File: src/rtl/selftest_pkg.sv
// Shared definitions for the power-on self-test sequencer: the sequencer
// states, the {R,G} colour codes and the seven-segment digit nibbles.
package selftest_pkg;

    typedef enum logic [1:0] {
        IDLE = 2'd0,
        RUN  = 2'd1,
        DONE = 2'd2
    } state_t;

    localparam logic [1:0] COLOR_OFF    = 2'b00;
    localparam logic [1:0] COLOR_GREEN  = 2'b01;
    localparam logic [1:0] COLOR_RED    = 2'b10;
    localparam logic [1:0] COLOR_YELLOW = 2'b11;

    localparam logic [3:0] DIGIT_ALL   = 4'h8;
    localparam logic [3:0] DIGIT_BLANK = 4'hf;

endpackage

File: src/rtl/phase_timer.sv
// Blink phase timer: counts clk cycles through one full blink period
// (on half followed by off half) and flags the last cycle of the period.
module phase_timer #(
    parameter int PHASE_CYCLES = 25_000_000
) (
    input  logic clk,
    input  logic sw,
    input  logic clr,
    input  logic en,
    output logic blink,
    output logic step_end
);

    localparam int PC_W = $clog2(2 * PHASE_CYCLES);
    localparam logic [PC_W-1:0] PC_LAST = PC_W'(2 * PHASE_CYCLES - 1);
    localparam logic [PC_W-1:0] PC_HALF = PC_W'(PHASE_CYCLES);

    logic [PC_W-1:0] r_pc;

    // Phase counter: cleared by reset or clr, otherwise advances when enabled and wraps at period end
    always_ff @(posedge clk or negedge sw) begin
        if (!sw) begin
            r_pc <= '0;
        end else if (clr) begin
            r_pc <= '0;
        end else if (en) begin
            r_pc <= step_end ? '0 : r_pc + 1'b1;
        end
    end

    assign blink    = (r_pc < PC_HALF);
    assign step_end = (r_pc == PC_LAST);

endmodule

File: src/rtl/self_test_seq.sv
// Power-on self-test sequencer: after the main switch is released it walks
// through NUM_STEPS colour steps, blinking the LED matrix, the digit display
// and the buzzer together, then reports completion (or loops forever).
module self_test_seq
    import selftest_pkg::*;
#(
    parameter int                      PHASE_CYCLES = 25_000_000,
    parameter int                      NUM_STEPS    = 3,
    parameter logic [2*NUM_STEPS-1:0]  COLOR_SEQ    = 6'b11_01_10,
    parameter int                      PIXELS       = 64,
    parameter int                      DIGITS       = 8,
    parameter int                      LOOP         = 0
) (
    input  logic                  clk,
    input  logic                  sw,
    input  logic                  restart,
    input  logic                  hold,
    output logic                  finish,
    output logic                  beep_en,
    output logic [2:0]            tone_idx,
    output logic [2*PIXELS-1:0]   matrix_data,
    output logic [4*DIGITS-1:0]   numbers_data
);

    localparam logic [2:0]  LAST_STEP = 3'(NUM_STEPS - 1);
    localparam logic [15:0] SEQ_EXT   = 16'(COLOR_SEQ);

    state_t     r_state;
    state_t     w_nextState;
    logic [2:0] r_step;
    logic [2:0] w_nextStep;
    logic       w_run;
    logic       w_blink;
    logic       w_stepEnd;
    logic       w_clr;
    logic       w_en;
    logic       w_lit;
    logic [1:0] w_color;

    assign w_run = (r_state == RUN);
    assign w_en  = w_run & ~hold;
    assign w_clr = restart | ~w_run;

    phase_timer #(
        .PHASE_CYCLES(PHASE_CYCLES)
    ) u_phaseTimer (
        .clk     (clk),
        .sw      (sw),
        .clr     (w_clr),
        .en      (w_en),
        .blink   (w_blink),
        .step_end(w_stepEnd)
    );

    // State and step registers, forced to IDLE / step 0 while the switch is off
    always_ff @(posedge clk or negedge sw) begin
        if (!sw) begin
            r_state <= IDLE;
            r_step  <= '0;
        end else begin
            r_state <= w_nextState;
            r_step  <= w_nextStep;
        end
    end

    // Next state and step: restart wins over hold and over a step advance
    always_comb begin
        w_nextState = r_state;
        w_nextStep  = r_step;
        if (restart) begin
            w_nextState = RUN;
            w_nextStep  = '0;
        end else if (!hold) begin
            case (r_state)
                IDLE: begin
                    w_nextState = RUN;
                    w_nextStep  = '0;
                end
                RUN: begin
                    if (w_stepEnd) begin
                        if (r_step == LAST_STEP) begin
                            w_nextStep  = '0;
                            w_nextState = (LOOP != 0) ? RUN : DONE;
                        end else begin
                            w_nextStep = r_step + 3'd1;
                        end
                    end
                end
                DONE: begin
                    w_nextState = DONE;
                end
                default: begin
                    w_nextState = IDLE;
                    w_nextStep  = '0;
                end
            endcase
        end
    end

    assign w_lit   = w_run & w_blink;
    assign w_color = SEQ_EXT[{r_step, 1'b0} +: 2] & {2{w_lit}};

    assign matrix_data  = {PIXELS{w_color}};
    assign numbers_data = {DIGITS{w_lit ? DIGIT_ALL : DIGIT_BLANK}};
    assign beep_en      = w_lit;
    assign tone_idx     = r_step;
    assign finish       = (LOOP != 0) ? (w_run & (r_step == LAST_STEP) & w_stepEnd)
                                      : (r_state == DONE);

endmodule

File: config.mk
export PLATFORM = sky130hd
export DESIGN_NAME = self_test_seq
export DESIGN_NICKNAME = d
export VERILOG_FILES = /design/src/rtl/selftest_pkg.sv /design/src/rtl/phase_timer.sv /design/src/rtl/self_test_seq.sv
export SDC_FILE = /design/constraint.sdc
export NUM_CORES = 1
export LEC_CHECK = 0
export BUFFER_PORTS_ARGS = -buffer_cell sky130_fd_sc_hd__buf_4
export CAP_MARGIN = 20
export CORE_AREA = 2 2 109 69
export DETAILED_ROUTE_END_ITERATION = 12
export DIE_AREA = 0 0 111 71
export GPL_TIMING_DRIVEN = 0
export PLACE_DENSITY = 0.83
export SYNTH_ARGS = -nofsm -noshare
export SYNTH_HDL_FRONTEND = slang
export SYNTH_SLANG_ARGS = --single-unit
File: constraint.sdc
create_clock -name clk -period 18.9 [get_ports clk]
set_input_delay 1.89 -clock clk [delete_from_list [all_inputs] [get_ports clk]]
set_output_delay 1.89 -clock clk [all_outputs]
set_load 0.02 [all_outputs]
After elaboration in Yosys (flattened, before gate mapping)
Index checks and enable logic that the tools add are counted.
{"block": "op_classes", "add_sub_neg": 2, "order_cmp": 1, "n_eq_ne": 8, "shifts": 1, "muxes": 14, "n_bitwise": 6, "reduce_logical": 4}
{"cell": "2-to-1 mux 26 bit", "count": 3}
{"cell": "adder 26 x 1 -> 26 bit (second input constant)", "count": 1}
{"cell": "equality test 26 bit (second input constant)", "count": 1}
{"cell": "< comparator 26 x 25 -> 1 bit (second input constant)", "count": 1}
{"cell": "variable part select 16 x 5 -> 2 bit (first input constant)", "count": 1}
{"cell": "2-to-1 mux 3 bit", "count": 5}
{"cell": "2-to-1 mux 2 bit", "count": 4}
{"cell": "!= test 3 x 2 -> 1 bit (second input constant)", "count": 2}
{"cell": "one-hot mux 2 bit (3 select lines)", "count": 1}
{"cell": "one-hot mux 3 bit (2 select lines)", "count": 1}
{"cell": "AND reduction 3 bit", "count": 2}
{"cell": "!= test 2 bit (second input constant)", "count": 2}
{"cell": "adder 3 x 1 -> 3 bit (second input constant)", "count": 1}
{"cell": "equality test 3 x 2 -> 1 bit (second input constant)", "count": 1}
{"cell": "AND 1 bit", "count": 2}
{"cell": "AND 2 bit", "count": 1}
{"cell": "equality test 2 x 1 -> 1 bit (second input constant)", "count": 1}
{"cell": "equality test 2 bit (second input constant)", "count": 1}
{"cell": "zero test 2 bit", "count": 1}
{"cell": "NOT 1 bit", "count": 2}
{"cell": "nonzero test 2 bit", "count": 1}
{"cell": "OR 1 bit", "count": 1}
{"block": "word_totals", "reg_bits": 31, "inputBits": 4, "output_inout_bits": 165, "elab_cells": 39}

Depth between registers and ports, before layout
{"block": "logic_depth", "word_depth": 6, "depth_mapped": 8, "ltp_nobuf": 7}

Hierarchy
A second synthesis with hierarchy kept.
{"block": "unflattened", "hier_cells": 365, "area_unflattened_um2": 3110.5}
{"mod": "self_test_seq", "n_inst": 1, "cells_each": 202, "area_per_inst_um2": 1587.8}
{"mod": "phase_timer", "n_inst": 1, "cells_each": 163, "area_per_inst_um2": 1522.7}

Worst setup path before layout
Ideal clock, no wire load.
{"block": "synth_path", "path_kind": "reg2out", "from": "register u_phaseTimer.r_pc[10]", "to": "output matrix_data[100]", "arrival_ns": 5.977, "path_slack_ns": 11.033, "path_stages_with_launch": 7, "path_cell_list": "dfrtp_1 -> or4_4 -> nor2_1 -> o21bai_1 -> a31o_2 -> nor3b_1 -> buf_4"}
{"block": "synth_between", "elab_chain_cells": 3}
{"element": "from (decl)", "line_no": "phase_timer.sv:18", "rtl": "logic [PC_W-1:0] r_pc;"}
{"element": "from (signal assigned)", "line_no": "phase_timer.sv:27", "rtl": "r_pc <= step_end ? '0 : r_pc + 1'b1;"}
{"element": "< comparator 26 x 25 -> 1 bit", "line_no": "phase_timer.sv:31", "rtl": "assign blink = (r_pc < PC_HALF);"}
{"element": "AND 1 bit", "line_no": "self_test_seq.sv:100", "rtl": "assign w_lit = w_run & w_blink;"}
{"element": "AND 2 bit", "line_no": "self_test_seq.sv:101", "rtl": "assign w_color = SEQ_EXT[{r_step, 1'b0} +: 2] & {2{w_lit}};"}
{"element": "to (decl)", "line_no": "self_test_seq.sv:21", "rtl": "output logic [2*PIXELS-1:0] matrix_data,"}
Every way passes these cells.

Worst setup path after layout
{"block": "layout_path", "from": "register u_phaseTimer.r_pc[10]", "to": "output matrix_data[57]"}
The elaborated chain is that of the path after synthesis.

==> impl_metrics.toml <==
[run_status]
status = "finished, final reports clean"

[setup_path]
critPathArrivalTime_ps = 3460
crit_path_top_delay_cell = "nor3_2"
startpoint = "u_phaseTimer.r_pc[10]$_DFFE_PN0P_"
worstReg2RegEnd = "u_phaseTimer.r_pc[5]$_DFFE_PN0P_"
worstRegToRegCells = 7
critical_path_class = "reg -> out"
crit_required_ps = 17010
path_cells = "or4_4, nor2_1, o21bai_1, a31o_2, nor3_2, buf_8, buf_6, buf_6, buf_4, buf_4"
worst-path-max-fanout = 27
ff2ff_setup_slack_ps = 16570
crit_path_end = "matrix_data[57]"
r2r-start = "u_phaseTimer.r_pc[0]$_DFFE_PN0P_"
slowest_delay_ps = 660
start_kind = "register"
end_kind = "output port"

[routing]
route.vias.total = 3157
avgViaCountPerCell = 4.72
routedWlPerCell_um = 13.8
drt_iter0_markers = 303
drtPass1Iterations = 4
drc_errors = 0
drt-total-wl_um = 9240
ant_nets = 0

[cts]
cts_root_buf = "clkbuf_16"
cts_tree = "built"
insertion_delay_ps = 270
htreeDepth = 2
cts_setup_buffers = 0
cts-resized-gates = 0
cts_sinks = 31
cts_buffer_depth = 2
cts_buffers = 5
cts_hold_buf = 0
path_clk_slew_ps = 50

[floorplanning]
floorplan.initialDensity_pct = 47.9
die-area_mm2 = 0.00788
rows = 24
ios = 169
die_w_um = 111
die_y_um = 71
core_area_mm2 = 0.00694

[yosys]
synth_edf_count = 0
synth_area_mm2 = 0.00332
ys_seq_area_share_pct = 23.3
synth-async-reset-ratio_pct = 100
synth.distinct_cells = 61
synth_flop_cell = "dfrtp_1"
synth_cells = 398
synth-seq-cells = 31
syn_area_per_cell_um2 = 8.35
synth_warnings = 0

[layout]
diodes = 0
fillers = 552
fin_area_mm2 = 0.00488
drive_gt1_share_pct = 61.1
nets = 588
syn2layout_area_growth_pct = 46.8

[sta]
fin_setup_tns_ps = 0
hold_viol = 0
finalSetupViolations = 0
fmax_ghz = 0.187
skew_ps = 3.48
tightestPinTransition_ps = 724
rsz0062_at_grt = "false"
layout_setup_ws_ps = 13550
min_period_over_period_pct = 28.3
fin_crit_ps = 5350
relSlewSlack_pct = 51.5
slew_viol_final = 0

[placement]
pre_cts_slack_ps = 13860
io_buffers = 159
dpl.hpwl_um = 7230
placed_cell_area_mm2 = 0.00474
place_congestion = 0.972

[pwr]
vdd_drop_max_mv = 0.0426
powerDensity_mw_per_mm2 = 63.7
p_leak_uw = 0.00256

[job]
cap_violations = 0

[global_route]
track_usage_pct = 21.9
grt_pass1_wl_um = 14200
grt_max_degree = 32
grt_pass1_vias = 2812
antenna_found_initial = 0
overflow = 0

[worst_hold_path]
hold_class = "reg -> reg"
## per-stage QoR
step                power, uW  util, %  hold slack (ps)  instances
floorplan                 182        -              500        405
global placement          239     67.2              525        655
detailed placement        237     68.4              549        661
CTS                       313     70.4              561        669
global route              325     70.4              602        669
finish                    311     70.4              563        669
## registers in the layout, summed over array words and instances (netlist names)
signal and count:
r_state 2, tone_idx 3, u_phaseTimer.r_pc 26
## report_power, final
group	switching, uW	total [uW]	internal (uW)
Clock	27.0	75.6	48.6
Sequential	1.04	68.4	67.3
Combinational	83.4	167	83.7
## final cells by class
| type | instances | area (um2) | share of cell area [%] |
|---|---|---|---|
| Inverter | 9 | 33.8 | 0.692 |
| Multi-Input combinational cell | 195 | 1260 | 25.8 |
| Sequential cell | 31 | 776 | 15.9 |
| Clock buffer | 7 | 133 | 2.72 |
| Buffer | 170 | 1290 | 26.5 |
| Timing Repair Buffer | 165 | 1270 | 26.0 |
| Clock inverter | 1 | 5.00 | 0.103 |
| Tap cell | 91 | 114 | 2.33 |
## placed cells by master (no fill, tap or decap), types with 3 or more instances in the layout
master | netlist | routed
clkbuf_1 | 3 | 5
nor4_1 | 8 | 8
ha_1 | 7 | 7
clkbuf_8 | 3 | 3
nand2b_1 | 3 | 3
buf_4 | 158 | 317
nand3b_1 | 4 | 4
nor2_1 | 23 | 23
o21ai_0 | 7 | 7
nand2_1 | 20 | 20
xor2_1 | 10 | 10
and3_1 | 6 | 6
or4_1 | 6 | 6
inv_1 | 9 | 9
nand3_1 | 19 | 19
o21ai_1 | 3 | 3
a21oi_1 | 7 | 7
buf_6 | 4 | 8
dfrtp_1 | 31 | 31
clkbuf_16 | 0 | 5
a31oi_1 | 5 | 5
conb_1 | 1 | 8
nand4_1 | 14 | 14
## metal layers
metal	global-route usage, %	wire length (um)
met1	28.6	3650
met2	36.2	4540
met3	6.43	982
met4	5.00	72
met5	0	0
## cell usage after synthesis, drive strengths merged (2+ instances only)
library cell  count  share of area (%)
o211ai            2               0.45
nand4b            2               0.53
nor2             23                2.6
ha                7                2.6
nor3              4               0.75
or4               7                1.7
and4              4                1.1
a21oi             7                1.1
nand3b            4               0.90
clkbuf            7                1.7
xor2             10                2.6
or3               3               0.60
buf             163                 37
inv               9                1.0
nand2b            3               0.56
and3              7                1.4
o21ai            11                1.8
nor4b             2               0.98
nor3b             2               0.45
nand2            20                2.3
nand3            19                2.9
nand4            14                2.6
dfrtp            31                 23
nor4              8                1.5
a31oi             5               0.94
## worst min path at each step
stage	from	to	slack [ps]	depth (start not counted)
finish	r_state[0]$_DFFE_PN0P_	r_state[0]$_DFFE_PN0P_	560	2
global route	r_state[0]$_DFFE_PN0P_	r_state[0]$_DFFE_PN0P_	600	2
CTS	r_state[0]$_DFFE_PN0P_	r_state[0]$_DFFE_PN0P_	560	2
detailed placement	r_state[0]$_DFFE_PN0P_	r_state[0]$_DFFE_PN0P_	550	2
global placement	r_state[0]$_DFFE_PN0P_	r_state[0]$_DFFE_PN0P_	520	2
floorplan	r_state[0]$_DFFE_PN0P_	r_state[0]$_DFFE_PN0P_	500	2
## cell families after synthesis
logic type	share of synthesized area (%)
buffers and inverters	39.9
and+or+nand+nor	22.3
AOI/OAI and AO/OA	8.13
DFF	23.3
xor gates and xnor gates	2.90
adders and majority gates	2.63
muxes	0.640
other	0.113
## critical path: cells and delay by family, from the launching register on
| family | cells | cell delay (ps) |
|---|---|---|
| AO/OA/AOI/OAI | 2 | 530 |
| AND/OR/NAND/NOR | 3 | 1380 |
| flip-flops | 1 | 420 |
| buffers and inverters | 5 | 840 |
Power figures use the tool's default switching activity.
